[src/rtl/message_typer_pkg.sv]
// Shared letter-code constants and the typer state encoding for the HUD message path.
package message_typer_pkg;

   localparam int LETTER_CODE_WIDTH = 4;
   localparam logic [LETTER_CODE_WIDTH-1:0] LETTER_BLANK = 4'd0;
   localparam int MAX_SLOTS = 15;

   typedef enum logic [1:0] {
      TYPER_IDLE,
      TYPER_TYPING,
      TYPER_BLINK,
      TYPER_SHOW
   } typer_state_t;

endpackage

[src/rtl/message_typer_frame_divider.sv]
// Counts start-of-frame pulses and flags the pulse that completes each PERIOD-long interval.
module frame_divider #(
   parameter int PERIOD = 8,
   parameter int CNT_W  = 3
) (
   input  logic clk,
   input  logic resetN,
   input  logic enable,
   input  logic restart,
   input  logic frame,
   output logic tick
);

   logic [CNT_W-1:0] cnt;
   logic             at_end;

   assign at_end = (cnt == CNT_W'(PERIOD - 1));
   // Restart dominates, so a frame pulse coinciding with it never counts.
   assign tick   = enable && !restart && frame && at_end;

   always_ff @(posedge clk) begin
      if (!resetN || restart) begin
         cnt <= '0;
      end else if (enable && frame) begin
         cnt <= at_end ? '0 : cnt + 1'b1;
      end
   end

endmodule

[src/rtl/message_typer.sv]
// Latches a HUD message, reveals it one slot per interval, blinks it, then holds it until cleared.
module message_typer
   import message_typer_pkg::*;
#(
   parameter int NUM_SLOTS         = 8,
   parameter int FRAMES_PER_LETTER = 8,
   parameter int BLINK_FRAMES      = 16,
   parameter int BLINK_TOGGLES     = 6
) (
   input  logic                                            clk,
   input  logic                                            resetN,
   input  logic                                            startOfFrame,
   input  logic                                            start,
   input  logic                                            clear,
   input  logic [NUM_SLOTS-1:0][LETTER_CODE_WIDTH-1:0]     message,
   input  logic [3:0]                                      msgLength,
   output logic [NUM_SLOTS-1:0][LETTER_CODE_WIDTH-1:0]     letters,
   output logic [NUM_SLOTS-1:0]                            slotVisible,
   output logic                                            busy,
   output logic                                            done
);

   localparam int MAX_PERIOD = (FRAMES_PER_LETTER > BLINK_FRAMES) ? FRAMES_PER_LETTER : BLINK_FRAMES;
   localparam int FRAME_W    = (MAX_PERIOD > 1) ? $clog2(MAX_PERIOD) : 1;
   localparam int TOG_W      = $clog2(BLINK_TOGGLES + 1);

   typer_state_t                                state;
   logic [3:0]                                  len;
   logic [3:0]                                  reveal_count;
   logic [TOG_W-1:0]                            toggle_cnt;
   logic [3:0]                                  start_len;
   logic [NUM_SLOTS-1:0][LETTER_CODE_WIDTH-1:0] start_letters;
   logic                                        reveal_tick;
   logic                                        blink_tick;

   function automatic logic [NUM_SLOTS-1:0] low_mask(input logic [3:0] n);
      logic [NUM_SLOTS-1:0] m;
      for (int i = 0; i < NUM_SLOTS; i++) m[i] = (4'(i) < n);
      return m;
   endfunction

   // Clamp the requested length and blank slots beyond it at latch time.
   always_comb begin
      start_len = (msgLength > 4'(NUM_SLOTS)) ? 4'(NUM_SLOTS) : msgLength;
      for (int i = 0; i < NUM_SLOTS; i++) begin
         start_letters[i] = (4'(i) < start_len) ? message[i] : LETTER_BLANK;
      end
   end

   frame_divider #(.PERIOD(FRAMES_PER_LETTER), .CNT_W(FRAME_W)) u_reveal_div (
      .clk     (clk),
      .resetN  (resetN),
      .enable  (state == TYPER_TYPING),
      .restart ((state != TYPER_TYPING) || start || clear),
      .frame   (startOfFrame),
      .tick    (reveal_tick)
   );

   frame_divider #(.PERIOD(BLINK_FRAMES), .CNT_W(FRAME_W)) u_blink_div (
      .clk     (clk),
      .resetN  (resetN),
      .enable  (state == TYPER_BLINK),
      .restart ((state != TYPER_BLINK) || start || clear),
      .frame   (startOfFrame),
      .tick    (blink_tick)
   );

   always_ff @(posedge clk) begin
      if (!resetN || clear) begin
         state        <= TYPER_IDLE;
         letters      <= '0;
         slotVisible  <= '0;
         busy         <= 1'b0;
         done         <= 1'b0;
         len          <= '0;
         reveal_count <= '0;
         toggle_cnt   <= '0;
      end else if (start) begin
         letters    <= start_letters;
         len        <= start_len;
         toggle_cnt <= '0;
         if (start_len == 4'd0) begin
            state        <= TYPER_SHOW;
            slotVisible  <= '0;
            reveal_count <= '0;
            busy         <= 1'b0;
            done         <= 1'b1;
         end else begin
            state        <= TYPER_TYPING;
            slotVisible  <= NUM_SLOTS'(1);
            reveal_count <= 4'd1;
            busy         <= 1'b1;
            done         <= 1'b0;
         end
      end else begin
         case (state)
            TYPER_TYPING: begin
               if (reveal_count >= len) begin
                  state      <= TYPER_BLINK;
                  toggle_cnt <= '0;
               end else if (reveal_tick) begin
                  slotVisible  <= low_mask(reveal_count + 4'd1);
                  reveal_count <= reveal_count + 4'd1;
                  if (reveal_count + 4'd1 == len) begin
                     state      <= TYPER_BLINK;
                     toggle_cnt <= '0;
                  end
               end
            end
            // Odd toggle numbers blank the word, even ones restore it, so the last toggle lands visible.
            TYPER_BLINK: begin
               if (blink_tick) begin
                  slotVisible <= toggle_cnt[0] ? low_mask(len) : '0;
                  toggle_cnt  <= toggle_cnt + 1'b1;
                  if (toggle_cnt == TOG_W'(BLINK_TOGGLES - 1)) begin
                     state <= TYPER_SHOW;
                     busy  <= 1'b0;
                     done  <= 1'b1;
                  end
               end
            end
            TYPER_SHOW: begin
               slotVisible <= low_mask(len);
            end
            default: begin
               slotVisible <= '0;
            end
         endcase
      end
   end

endmodule
[config.mk]
export PLATFORM = sky130hd
export DESIGN_NAME = message_typer
export DESIGN_NICKNAME = d
export VERILOG_FILES = /design/src/rtl/message_typer_pkg.sv /design/src/rtl/message_typer_frame_divider.sv /design/src/rtl/message_typer.sv
export SDC_FILE = /design/constraint.sdc
export NUM_CORES = 1
export LEC_CHECK = 0
export BUFFER_PORTS_ARGS = -buffer_cell sky130_fd_sc_hd__buf_2
export CAP_MARGIN = 20
export CORE_MARGIN = 2
export CORE_UTILIZATION = 45
export CTS_CLUSTER_DIAMETER = 30
export CTS_CLUSTER_SIZE = 14
export DETAILED_ROUTE_END_ITERATION = 8
export PLACE_DENSITY_LB_ADDON = 0.1
export SLEW_MARGIN = 20
export SYNTH_ARGS = -nofsm -noshare
export SYNTH_HDL_FRONTEND = slang
export SYNTH_SLANG_ARGS = --single-unit
export TNS_END_PERCENT = 20
[constraint.sdc]
create_clock -name clk -period 2.4 [get_ports clk]
set_input_delay 0.48 -clock clk [delete_from_list [all_inputs] [get_ports clk]]
set_output_delay 0.48 -clock clk [all_outputs]
set_load 0.01 [all_outputs]
# [Yosys cells after proc, flatten, opt, wreduce, memory -nomap -nowiden]
# Index checks and enable logic that the tools add are counted.
[totals] regBits=63 inputBits=41 out_inout_bits=42
[op_classes] n_addsub=4 n_lt_le_gt_ge=26 n_eq_ne=19 mux=46 reduce_logical=32
[ops] operator="$mux 4" count=15
[ops] operator="$lt 3x4->1 const A" count=12
[ops] operator="$mux 8" count=5
[ops] operator="$lt 1x4->1 const A" count=6
[ops] operator="$lt 2x4->1 const A" count=6
[ops] operator="$pmux 8 s3" count=1
[ops] operator="$ne 3x3->1 const B" count=6
[ops] operator="$mux 2" count=7
[ops] operator="$add 4x1->4 const B" count=3
[ops] operator="$mux 1" count=12
[ops] operator="$mux 3" count=4
[ops] operator="$reduce_bool 2->1" count=6
[ops] operator="$reduce_and 3->1" count=3
[ops] operator="$logic_and 1x1->1" count=8
[ops] operator="$ne 4x4->1 const B" count=2
[ops] operator="$logic_or 1x1->1" count=7
[ops] operator="$ne 2x2->1 const B" count=3
[ops] operator="$pmux 3 s2" count=1
[ops] operator="$reduce_and 5->1" count=1
[ops] operator="$eq 2x2->1 const B" count=2
[ops] operator="$eq 4x3->1 const B" count=1
[ops] operator="$eq 4x4->1" count=1
[ops] operator="$eq 4x4->1 const B" count=1
[ops] operator="$ge 4x4->1" count=1
[ops] operator="other kinds (11)" count=13

# [Logic depth before layout (Yosys ltp)]
# Gate-level depths: netlist of run 1.
[depth] depth_word=11 mapped_depth=8 ltp_nobuf=7

# [Modules after synthesis]
# A second synthesis of run 1 with hierarchy kept.
[unflattened] hier_cells=297 hier_area_um2=2831.5
[modules_own_cells] module="message_typer" n_inst=1 cells_per_inst=250 area_per_inst_um2=2444.8 seq_area_each_um2=1101.1
[modules_own_cells] module="frame_divider at u_blink_div" n_inst=1 cells_per_inst=24 area_per_inst_um2=196.4 seq_area_each_um2=80.1
[modules_own_cells] module="frame_divider at u_reveal_div" n_inst=1 cells_per_inst=23 area_per_inst_um2=190.2 seq_area_each_um2=80.1

# [Worst setup path before layout of run 1]
# Ideal clock, no wire load.
[synth_path] path_type="reg-to-reg" from="register reveal_count[0]" to="register reveal_count[0]" setup_ns=0.116 arrival_ns=1.918 required_time_ns=2.284 path_slack_ns=0.365 path_stages_with_launch=9 cell_sequence="dfxtp_1 inv_1 ha_1 nand2b_1 a2111oi_4 o21a_1 buf_4 xnor2_1 o211a_1"
[synth_via] elab_chain_len=5 word_cells_on_any_way=8
[synth_rtl] element="start: declaration" line="message_typer.sv:29" text="logic [3:0] reveal_count;"
[synth_rtl] element="start signal: assignment" line="message_typer.sv:103" text="reveal_count <= reveal_count + 4'd1;"
[synth_rtl] element="$add 4x1->4" line="message_typer.sv:103"
[synth_rtl] element="$mux 4" line="message_typer.sv:101" text="end else if (reveal_tick) begin"
[synth_rtl] element="$mux 4" line="message_typer.sv:98" text="if (reveal_count >= len) begin"
[synth_rtl] element="$mux 4" line="message_typer.sv:96" text="case (state)"
[synth_rtl] element="$mux 4" line="message_typer.sv:78" text="end else if (start) begin"
# Parallel ways exist; a longest one is shown, timed or not. The select of a mux whose other input is x is not followed.
# A chain may end at the register's enable or synchronous reset.

# [Worst setup path in the final report of run 1]
[layout_path] from="register reveal_count[0]" to="register slotVisible[2]"
[layout_via] elab_chain_len=6 word_cells_on_any_way=9
[layout_rtl] element="$add 4x1->4" line="message_typer.sv:102" text="slotVisible <= low_mask(reveal_count + 4'd1);"
[layout_rtl] element="$lt 2x4->1" line="message_typer.sv:38" text="for (int i = 0; i < NUM_SLOTS; i++) m[i] = (4'(i) < n);"
[layout_rtl] element="$mux 8" line="message_typer.sv:101"
[layout_rtl] element="$mux 8" line="message_typer.sv:98"
[layout_rtl] element="$pmux 8 s3" line="message_typer.sv:96"
[layout_rtl] element="$mux 8" line="message_typer.sv:78"
[layout_rtl] element="end signal: assignment" line="message_typer.sv:102"
[layout_rtl] element="end signal: assignment" line="message_typer.sv:113" text="slotVisible <= toggle_cnt[0] ? low_mask(len) : '0;"
[layout_rtl] element="end signal: assignment" line="message_typer.sv:123" text="slotVisible <= low_mask(len);"
[layout_rtl] element="end: declaration" line="message_typer.sv:18" text="output logic [NUM_SLOTS-1:0] slotVisible,"
# Parallel ways exist; a longest one is shown, timed or not. The select of a mux whose other input is x is not followed.

==> impl_metrics.env, run 1 <==
export IMPL_status="completed"
export IMPL_min_period_ns=2.20
export IMPL_first_iter_violations=143
export IMPL_cts_repair_resized=0
export IMPL_initial_utilization_pct=46.2
export IMPL_pwr_share_comb_pct=7.9
export IMPL_dieHeight_um=84.3
export IMPL_yosysTopAreaCellShare_pct=43.5
export IMPL_crit_path_end_kind="flip-flop"
export IMPL_cts_root_buffer="clkbuf_8"
export IMPL_postCtsSetupRepairBufs=0
export IMPL_async_flop_share_pct=0
export IMPL_cts_sinks=63
export IMPL_final_net_count=448
export IMPL_place_area_sq_um=3420
export IMPL_synth_cell_types=49
export IMPL_grt_pass1_wl_um=12200
export IMPL_dp_slack_ns=0.207
export IMPL_p_per_area_nw_per_um2=611
export IMPL_synth_xor_area_share_pct=4.23
export IMPL_syn_instance_count=310
export IMPL_yosysMostFrequentCell="dfxtp_1"
export IMPL_cts_max_level=3
export IMPL_antenna_found_initial=0
export IMPL_gp_congestion=0.917
export IMPL_drive_above_1_share_pct=28.2
export IMPL_synth_area_per_cell_sq_um=9.36
export IMPL_synth_simple_gate_area_share_pct=19.2
export IMPL_post_route_util_pct=57.8
export IMPL_grt_overflow=0
export IMPL_ys_seq_elements=63
export IMPL_clkPwrFrac_pct=43.3
export IMPL_vdd_drop_max_mv=0.398
export IMPL_synth_top_family_by_area="compound AO/OA/AOI/OAI gates"
export IMPL_ys_seq_area_share_pct=43.5
export IMPL_dpl_hpwl_um=5320
export IMPL_internal_power_uw=1700
export IMPL_p_switching_uw=510
export IMPL_syn_nets=361
export IMPL_netlist_area_sq_um=2900
export IMPL_clk_path_buf_depth=2
export IMPL_numCtsBuffers=9
export IMPL_hold_viol_final=0
export IMPL_worst_ep_arrival_time_ns=2.45
export IMPL_first_global_vias=2488
export IMPL_grt_usage_pct=21.5
export IMPL_cp_max_fo=12
export IMPL_port_buffers=82
export IMPL_critPathRequiredTime_ns=2.65
export IMPL_die_w_um=84.3
export IMPL_fmax_mhz=455
export IMPL_ios=83
export IMPL_rsz0062_at_grt="no"
export IMPL_core_area_sq_um=6280
export IMPL_ant_nets=0
export IMPL_synth_edf_count=0
export IMPL_setup_ws_ns=0.200
export IMPL_clkLatencyLatePin_ns=0.35
export IMPL_first_pass_iters=4
export IMPL_finalMaxSlewViolations=0
export IMPL_yosysTopAreaCell="dfxtp_1"
export IMPL_syn2layout_area_growth_pct=25.0
export IMPL_synth_mux_area_share_pct=1.42
export IMPL_cts_tree="done"
export IMPL_synth_compound_area_share_pct=24.0
export IMPL_crit_type="reg2reg"
export IMPL_setup_tns_ns=0
export IMPL_netSwitchingFraction_pct=23.0
export IMPL_drt_total_wl_um=7160
export IMPL_maxSlewHeadroom_pct=54.1
export IMPL_yosysWarningCount=0
export IMPL_fin_crit_sh_pct=91.7
export IMPL_p_leak_uw=0.00159
export IMPL_worst_pin_slew_ns=0.681
export IMPL_synthFlopType="dfxtp_1"
export IMPL_ctsHoldBuffers=0
export IMPL_num_vias=2610
export IMPL_pwr_share_seq_pct=48.8
export IMPL_netlist_top_cells_count="dfxtp_1, a22o_1, nor2_1"
export IMPL_drv_cap=0
export IMPL_setup_viol=0
export IMPL_path_clk_slew_ns=0.07
export IMPL_synth_area_leaders="dfxtp_1, a22o_1, ha_1"
export IMPL_synth_adder_area_share_pct=4.31
export IMPL_drc=0
export IMPL_die_area_sq_um=7110
export IMPL_core_rowCount=29
export IMPL_final_setup_skew_ns=0.0111
export IMPL_start_kind="flip-flop"
export IMPL_worstHoldPathType="in2reg"
export IMPL_postLayoutCellArea_sq_um=3630
export IMPL_antenna_cells=0
export IMPL_post_drt_wl_per_cell_um=15.0
export IMPL_grt_start_max_net_pins=31
export IMPL_via_per_inst=5.46
metal layers:
layer / GRT usage [%] / up-vias / routed length [um]
met3: 4.82 / 14 / 405
met5: 0 / - / 0
li1: - / 1309 / -
met1: 29.0 / 1199 / 3360
met4: 10.9 / 0 / 150
met2: 32.4 / 88 / 3250
power groups by stage:
stage	clock, uW	combinational, uW	sequential, uW
after floorplan	0	88.6	1110
after detailed placement	0	176	1100
final	959	175	1080
after global placement	0	173	1100
after global routing	1040	193	1080
after CTS	986	176	1080
cells by family (layout without fill, tap and decap cells):
kind of cell	after synthesis	in the layout
XOR/XNOR	14	14
buffers and inverters	22	113
adder cells (fa/ha/maj)	10	10
multiplexers	4	4
AO/OA/AOI/OAI	89	89
flip-flops	63	63
AND/OR/NAND/NOR	108	108
stage by stage:
stage | power, uW | hold slack, ns | cells
6_report | 2210 | 0.340 | 478
5_1_grt | 2310 | 0.325 | 478
4_1_cts | 2240 | 0.325 | 478
3_5_place_dp | 1280 | 0.447 | 463
3_3_place_gp | 1280 | 0.443 | 463
2_1_floorplan | 1200 | 0.481 | 310
worst paths after layout:
kind / slack (ns) / cells past startpoint / from / to
worst min register to register: 0.45 / 2 / busy$_SDFFE_PP0P_ / busy$_SDFFE_PP0P_
worst max register to register: 0.20 / 8 / reveal_count[0]$_SDFFE_PP0P_ / slotVisible[2]$_SDFFE_PP0P_
worst min-delay path: 0.34 / 2 / message[1] / letters[1]$_SDFFE_PP0P_
worst max-delay path: 0.20 / 8 / reveal_count[0]$_SDFFE_PP0P_ / slotVisible[2]$_SDFFE_PP0P_
worst max-delay path: stages (launching register included):
cell,delay [ns]
dfxtp_1,0.39
inv_1,0.10
ha_1,0.29
nand2b_1,0.18
a2111oi_4,0.45
o21a_1,0.23
buf_12,0.14
nor3_1,0.05
a311oi_1,0.26
flip-flops by register name, summed over array words and instances (netlist names):
register,flops
busy,1
done,1
len,4
letters,32
reveal_count,4
slotVisible,8
state,2
toggle_cnt,3
u_blink_div.cnt,4
u_reveal_div.cnt,4
placed cells by master (no fill, tap or decap), drive strengths merged, types with 5 or more instances in the layout:
cell type,count
o22ai,5
ha,10
nor2,29
buf,91
inv,7
o21a,7
a311oi,6
nand2b,10
nor2b,6
a21oi,18
o21ai,7
dfxtp,63
clkbuf,13
xor2,10
a22o,30
nand3,6
nor3,12
nand2,24
layout make-up:
| cell class | count | area, sq um |
|---|---|---|
| clock inverter | 2 | 38.8 |
| timing repair buffer | 91 | 490 |
| clock buffer | 13 | 169 |
| multi-input combinational | 225 | 1540 |
| tap | 77 | 96.3 |
| sequential | 63 | 1260 |
| inverter | 7 | 26.3 |
| fill | 580 | 2650 |
Note: power is estimated with default switching activity, not from simulation.
==> inputs of run 2 (changes only) <==
- ABC_AREA: not set -> 1
==> run 2 against run 1 <==
Register-to-register slack better by 0.26 ns. Critical path depth up 2. Cell count is 17% higher. Routed wire length increased by 0.36%. Area after synthesis grew 1.8%. First-iteration DRC count shrank 3.5%. Clock power rose by 19%. Via count is 8.4% higher. Power rose by 10%. Die area rose by 1.7%. Critical path type unchanged. Largest power group is now the clock network. Highest routed layer unchanged.
==> impl_metrics.env, run 2 <==
export IMPL_cts_tree="done"
export IMPL_cts_root_buffer="clkbuf_8"
export IMPL_yosysWarningCount=0
export IMPL_grt_pass1_wl_um=12000
export IMPL_async_flop_share_pct=0
export IMPL_fmax_mhz=514
export IMPL_synth_cell_types=39
export IMPL_post_drt_wl_per_cell_um=12.9
export IMPL_antenna_found_initial=0
export IMPL_final_common_cell="buf_2"
export IMPL_power_total_uw=2440
export IMPL_layout_common_cells="buf_2, nand2_1, dfxtp_1"
export IMPL_setup_tns_ns=0
export IMPL_initial_utilization_pct=46.5
export IMPL_synthFlopType="dfxtp_1"
export IMPL_syn2layout_area_growth_pct=25.1
export IMPL_numCtsBuffers=9
export IMPL_netlist_area_sq_um=2950
export IMPL_status="completed"
export IMPL_first_global_vias=2649
export IMPL_synth_adder_area_share_pct=4.24
export IMPL_rsz0062_at_grt="no"
export IMPL_p_leak_uw=0.00169
export IMPL_synth_area_per_cell_sq_um=7.61
export IMPL_postLayoutCellArea_sq_um=3690
export IMPL_final_setup_skew_ns=0.00435
export IMPL_hold_depth=3
export IMPL_min_period_ns=1.94
export IMPL_dpl_hpwl_um=5250
export IMPL_hold_viol_final=0
export IMPL_via_per_inst=5.07
export IMPL_grt_overflow=0
export IMPL_ant_nets=0
export IMPL_dp_slack_ns=0.390
export IMPL_maxSlewHeadroom_pct=63.4
export IMPL_drc=0
export IMPL_p_per_area_nw_per_um2=660
export IMPL_top_regs="letters (32), slotVisible (8)"
export IMPL_post_route_util_pct=58.2
export IMPL_finalMaxSlewViolations=0
export IMPL_r2r_start="len[1]$_SDFFE_PP0P_"
export IMPL_worstHoldPathType="in2reg"
export IMPL_port_buffers=82
export IMPL_reg2regPathDepth=10
export IMPL_p_switching_uw=546
export IMPL_setup_viol=0
export IMPL_critPathRequiredTime_ns=2.62
export IMPL_top_register="letters"
export IMPL_start_kind="flip-flop"
export IMPL_drt_total_wl_um=7190
export IMPL_synth_top_family_by_area="simple AND/OR/NAND/NOR gates"
export IMPL_path_clk_slew_ns=0.07
export IMPL_ys_seq_area_share_pct=42.7
export IMPL_drive_above_1_share_pct=24.5
export IMPL_grt_start_max_net_pins=35
export IMPL_synth_area_leaders="dfxtp_1, nand2_1, inv_1"
export IMPL_synth_xor_area_share_pct=0.889
export IMPL_final_net_count=528
export IMPL_core_rowCount=29
export IMPL_r2r_end="slotVisible[2]$_SDFFE_PP0P_"
export IMPL_cts_max_level=3
export IMPL_dieHeight_um=85.0
export IMPL_syn_nets=439
export IMPL_postCtsSetupRepairBufs=0
export IMPL_yosysTopAreaCell="dfxtp_1"
export IMPL_worst_pin_slew_ns=0.545
export IMPL_grt_usage_pct=20.7
export IMPL_cp_max_fo=15
export IMPL_first_iter_violations=138
export IMPL_synth_compound_area_share_pct=18.1
export IMPL_clkPwrFrac_pct=46.9
export IMPL_vdd_drop_max_mv=0.425
export IMPL_cts_repair_resized=0
export IMPL_pwr_share_seq_pct=44.5
export IMPL_pwr_share_comb_pct=8.7
export IMPL_largest_reg_flops=32
export IMPL_drv_cap=0
export IMPL_yosysMostFrequentCell="nand2_1"
export IMPL_min_from="message[17]"
export IMPL_synth_mux_area_share_pct=0
export IMPL_first_pass_iters=4
export IMPL_hold_path_endpoint="letters[17]$_SDFFE_PP0P_"
export IMPL_cts_sinks=63
export IMPL_yosysTopAreaCellShare_pct=42.7
export IMPL_fin_crit_sh_pct=81.0
export IMPL_gp_congestion=0.877
export IMPL_crit_type="reg2reg"
export IMPL_worst_r2r_setup_slack_ns=0.46
export IMPL_internal_power_uw=1890
export IMPL_crit_path_end_kind="flip-flop"
export IMPL_ys_seq_elements=63
export IMPL_ctsHoldBuffers=0
export IMPL_netSwitchingFraction_pct=22.4
export IMPL_clk_path_buf_depth=2
export IMPL_ios=83
export IMPL_netlist_top_cells_count="nand2_1, dfxtp_1, inv_1"
export IMPL_num_vias=2829
export IMPL_synth_edf_count=0
export IMPL_die_area_sq_um=7230
export IMPL_die_w_um=85.0
export IMPL_core_area_sq_um=6350
export IMPL_synth_simple_gate_area_share_pct=24.9
export IMPL_antenna_cells=0
export IMPL_worst_ep_arrival_time_ns=2.17
export IMPL_place_area_sq_um=3450
export IMPL_setup_ws_ns=0.456
export IMPL_clkLatencyLatePin_ns=0.33
export IMPL_syn_instance_count=388
-- run 2: cell count changes in the layout (fill, tap and decap cells not counted), sizes merged, moves of 10 or more --
cell	before	now
nand2b	10	0
nand3	6	21
a32o	0	16
nand2	24	78
a22o	30	0
inv	7	56
o21ai	7	24
nor2	29	44
-- run 2: critical path, cell delays in order, from the launching register on --
cell and delay (ns):
dfxtp_1 0.40, inv_1 0.10, ha_1 0.31, inv_1 0.06, o21bai_1 0.05, nand3_1 0.07
nand3_1 0.12, nand3_1 0.14, nand3_2 0.28, nor3_1 0.24, nor2_1 0.05
-- run 2: worst max path at each step --
stage                                   start                           to  slack [ns]  cells after the start
after floorplan           len[1]$_SDFFE_PP0P_  slotVisible[0]$_SDFFE_PP0P_        0.75                     11
after global placement           msgLength[3]  slotVisible[0]$_SDFFE_PP0P_        0.43                     10
after CTS                 len[1]$_SDFFE_PP0P_  slotVisible[1]$_SDFFE_PP0P_        0.48                     10
after global routing      len[1]$_SDFFE_PP0P_  slotVisible[0]$_SDFFE_PP0P_        0.19                     10
after detailed placement         msgLength[3]  slotVisible[0]$_SDFFE_PP0P_        0.39                     10
final                     len[1]$_SDFFE_PP0P_  slotVisible[2]$_SDFFE_PP0P_        0.46                     10
-- run 2: cells by family (layout without fill, tap and decap cells) --
| group | after synthesis | after routing |
|---|---|---|
| flops | 63 | 63 |
| buf+inv | 66 | 159 |
| simple gates | 164 | 164 |
| fa+ha+maj | 10 | 10 |
| compound gates | 82 | 82 |
| xor+xnor | 3 | 3 |
-- run 2: area by class of cell --
| cell class | instances | area, sq um |
|---|---|---|
| Clock buffer | 12 | 155 |
| Clock inverter | 3 | 90.1 |
| Fill cell | 594 | 2660 |
| Inverter | 56 | 213 |
| Multi-Input combinational cell | 259 | 1420 |
| Sequential cell | 63 | 1260 |
| Tap cell | 77 | 96.3 |
| Timing Repair Buffer | 88 | 455 |
-- run 2: stage by stage --
| stage | hold slack, ns | instances |
|---|---|---|
| finish | 0.386 | 558 |
| global route | 0.376 | 558 |
| CTS | 0.368 | 558 |
| detailed placement | 0.440 | 543 |
| global placement | 0.434 | 543 |
| floorplan | 0.429 | 388 |
-- run 2: layer usage --
layer / vias up / track usage [%] / routed length [um]
li1: 1476 / - / -
met1: 1250 / 26.4 / 3370
met2: 92 / 32.7 / 3210
met3: 11 / 6.32 / 487
met4: 0 / 8.66 / 112
met5: - / 0 / 0
-- run 2: power by group through the flow --
stage	logic [uW]	registers (uW)	clock network [uW]
2_1_floorplan	116	1120	0
3_3_place_gp	209	1110	0
3_5_place_dp	211	1110	0
4_1_cts	212	1080	1170
5_1_grt	238	1090	1210
6_report	211	1080	1140
==> inputs of run 3 (changes only) <==
- clock period: 2.4 -> 1.7 ns (I/O delays scaled with it)
==> run 3 against run 2 <==
Setup slack worse by 0.45 ns. Utilization rose by 6.1 points. Worst hold slack worse by 0.16 ns. Sequential share of layout area down 3.2 points. Cell count grew 6.5%. First-iteration DRC count is 46% higher. Largest cell class unchanged.
==> impl_metrics.env, run 3 (synthesis gave the netlist of run 2 again) <==
export IMPL_drt_total_wl_um=7520
export IMPL_via_per_inst=5.08
export IMPL_dieHeight_um=85.0
export IMPL_status="completed"
export IMPL_first_global_vias=2838
export IMPL_worstHoldPathType="in2reg"
export IMPL_path_clk_slew_ns=0.07
export IMPL_worst_ep_arrival_time_ns=1.93
export IMPL_clkLatencyLatePin_ns=0.34
export IMPL_numCtsBuffers=9
export IMPL_die_area_sq_um=7230
export IMPL_post_route_util_pct=64.3
export IMPL_first_iter_violations=202
export IMPL_vdd_drop_max_mv=0.516
export IMPL_path_cells="inv_2 -> ha_4 -> inv_2 -> o21bai_1 -> nand3_1 -> nand3_4 -> nand3_4 -> nand3_4 -> nand2_1 -> o21ai_1 -> nor2_1"
export IMPL_finalMaxSlewViolations=0
export IMPL_post_drt_wl_per_cell_um=12.7
export IMPL_maxSlewHeadroom_pct=74.9
export IMPL_cts_tree="done"
export IMPL_p_per_area_nw_per_um2=773
export IMPL_final_setup_skew_ns=0.00621
export IMPL_final_net_count=563
export IMPL_worst_pin_slew_ns=0.375
export IMPL_grt_pass1_wl_um=12400
export IMPL_hold_viol_final=0
export IMPL_pwr_share_comb_pct=11.4
export IMPL_cts_sinks=63
export IMPL_setup_tns_ns=0
export IMPL_grt_overflow=0
export IMPL_antenna_found_initial=0
export IMPL_fin_crit_sh_pct=99.8
export IMPL_gp_congestion=0.917
export IMPL_crit_path_end_kind="flip-flop"
export IMPL_grt_usage_pct=21.4
export IMPL_cts_max_level=3
export IMPL_num_vias=3020
export IMPL_hold_depth=3
export IMPL_power_total_uw=3160
export IMPL_cpPeakStageDelay_ns=0.34
export IMPL_cp_top_family="simple AND/OR/NAND/NOR gates"
export IMPL_p_switching_uw=820
export IMPL_netSwitchingFraction_pct=26.0
export IMPL_dpl_hpwl_um=5470
export IMPL_die_w_um=85.0
export IMPL_slowest_stage="dfxtp_2"
export IMPL_antenna_cells=0
export IMPL_top_regs="letters (32), slotVisible (8)"
export IMPL_largest_reg_flops=32
export IMPL_min_period_ns=1.70
export IMPL_reg2regPathDepth=11
export IMPL_first_pass_iters=4
export IMPL_critPathRequiredTime_ns=1.94
export IMPL_r2r_start="len[1]$_SDFFE_PP0P_"
export IMPL_ios=83
export IMPL_ant_nets=0
export IMPL_port_buffers=82
export IMPL_drive_above_1_share_pct=36.9
export IMPL_rsz0062_at_grt="yes"
export IMPL_core_area_sq_um=6350
export IMPL_cp_max_fo=7
export IMPL_start_kind="flip-flop"
export IMPL_layout_common_cells="buf_2, nand2_1, dfxtp_1"
export IMPL_final_common_cell="buf_2"
export IMPL_core_rowCount=29
export IMPL_syn2layout_area_growth_pct=38.3
export IMPL_internal_power_uw=2340
export IMPL_clkPwrFrac_pct=40.1
export IMPL_fmax_mhz=589
export IMPL_cp_common_cell="nand3_4"
export IMPL_hold_ws_ns=0.230
export IMPL_setup_viol=0
export IMPL_pwr_share_seq_pct=48.5
export IMPL_drv_cap=0
export IMPL_cts_root_buffer="clkbuf_8"
export IMPL_worst_r2r_setup_slack_ns=0.003
export IMPL_clk_path_buf_depth=2
export IMPL_min_from="message[17]"
export IMPL_initial_utilization_pct=46.5
export IMPL_drc=0
export IMPL_top_register="letters"
export IMPL_cp_buffers_inverters=2
export IMPL_grt_start_max_net_pins=35
export IMPL_crit_type="reg2reg"
export IMPL_p_leak_uw=0.00186
export IMPL_hold_path_endpoint="letters[17]$_SDFFE_PP0P_"
export IMPL_r2r_end="slotVisible[4]$_SDFFE_PP0P_"
run 3: cell count changes in the layout (fill, tap and decap cells not counted), sizes merged:
cell and change:
buf +34, clkinv +4, bufinv -2, clkbuf -2
clkinvlp +1, nand3 +1
run 3: through the flow:
step | std cells | setup slack, ns | cell area [sq um]
finish | 594 | 0.00290 | 4090
global route | 594 | -0.0998 | 4090
CTS | 594 | -0.00306 | 3940
detailed placement | 577 | -0.129 | 3700
global placement | 577 | -0.0284 | 3700
floorplan | 388 | 0.0497 | 2950
run 3: layout make-up:
| type | instances | area (sq um) |
|---|---|---|
| clock inverters | 6 | 61.3 |
| flip-flops and latches | 63 | 1260 |
| repair buffers | 122 | 711 |
| multi-input cells | 260 | 1610 |
| clock buffers | 10 | 128 |
| inverters | 56 | 213 |
| well taps | 77 | 96.3 |
| fillers | 563 | 2260 |
run 3: power by group through the flow:
stage	sequential [uW]	combinational, uW	clock, uW
after floorplan	1580	163	0
after global placement	1560	327	0
after detailed placement	1560	331	0
after CTS	1530	341	1300
after global routing	1530	402	1360
final	1530	361	1270
run 3: metal layers:
| layer | GRT usage, % | routed length, um |
|---|---|---|
| met1 | 27.4 | 3490 |
| met2 | 33.8 | 3500 |
| met3 | 5.06 | 388 |
| met4 | 10.5 | 138 |
| met5 | 0 | 0 |
run 3: worst register-to-register path: cells and delay by family, from the launching register on:
family,cells,cell delay [ns]
AOI/OAI and AO/OA,2,0.23
buffers and inverters,2,0.09
adders and majority gates,1,0.27
and+or+nand+nor,6,0.68
DFF,1,0.34
run 3: how the worst max path moves through the flow:
stage	startpoint	to	slack, ns	cells after the start
2_1_floorplan	len[1]$_SDFFE_PP0P_	slotVisible[0]$_SDFFE_PP0P_	0.05	11
3_3_place_gp	len[3]$_SDFFE_PP0P_	slotVisible[2]$_SDFFE_PP0P_	-0.03	8
3_5_place_dp	len[3]$_SDFFE_PP0P_	slotVisible[0]$_SDFFE_PP0P_	-0.13	8
4_1_cts	len[3]$_SDFFE_PP0P_	toggle_cnt[1]$_SDFFE_PP0P_	-0.003	9
5_1_grt	len[1]$_SDFFE_PP0P_	slotVisible[0]$_SDFFE_PP0P_	-0.1	11
6_report	len[1]$_SDFFE_PP0P_	slotVisible[4]$_SDFFE_PP0P_	0.003	11
run 3: timing repair:
action	CTS	global route
setup buffers	0	1
gates resized for setup	7	38
gates cloned	1	0
endpoints found under the hold margin	0	0
hold buffers	0	0
endpoints found under the setup margin	15	18
pin swaps	1	22
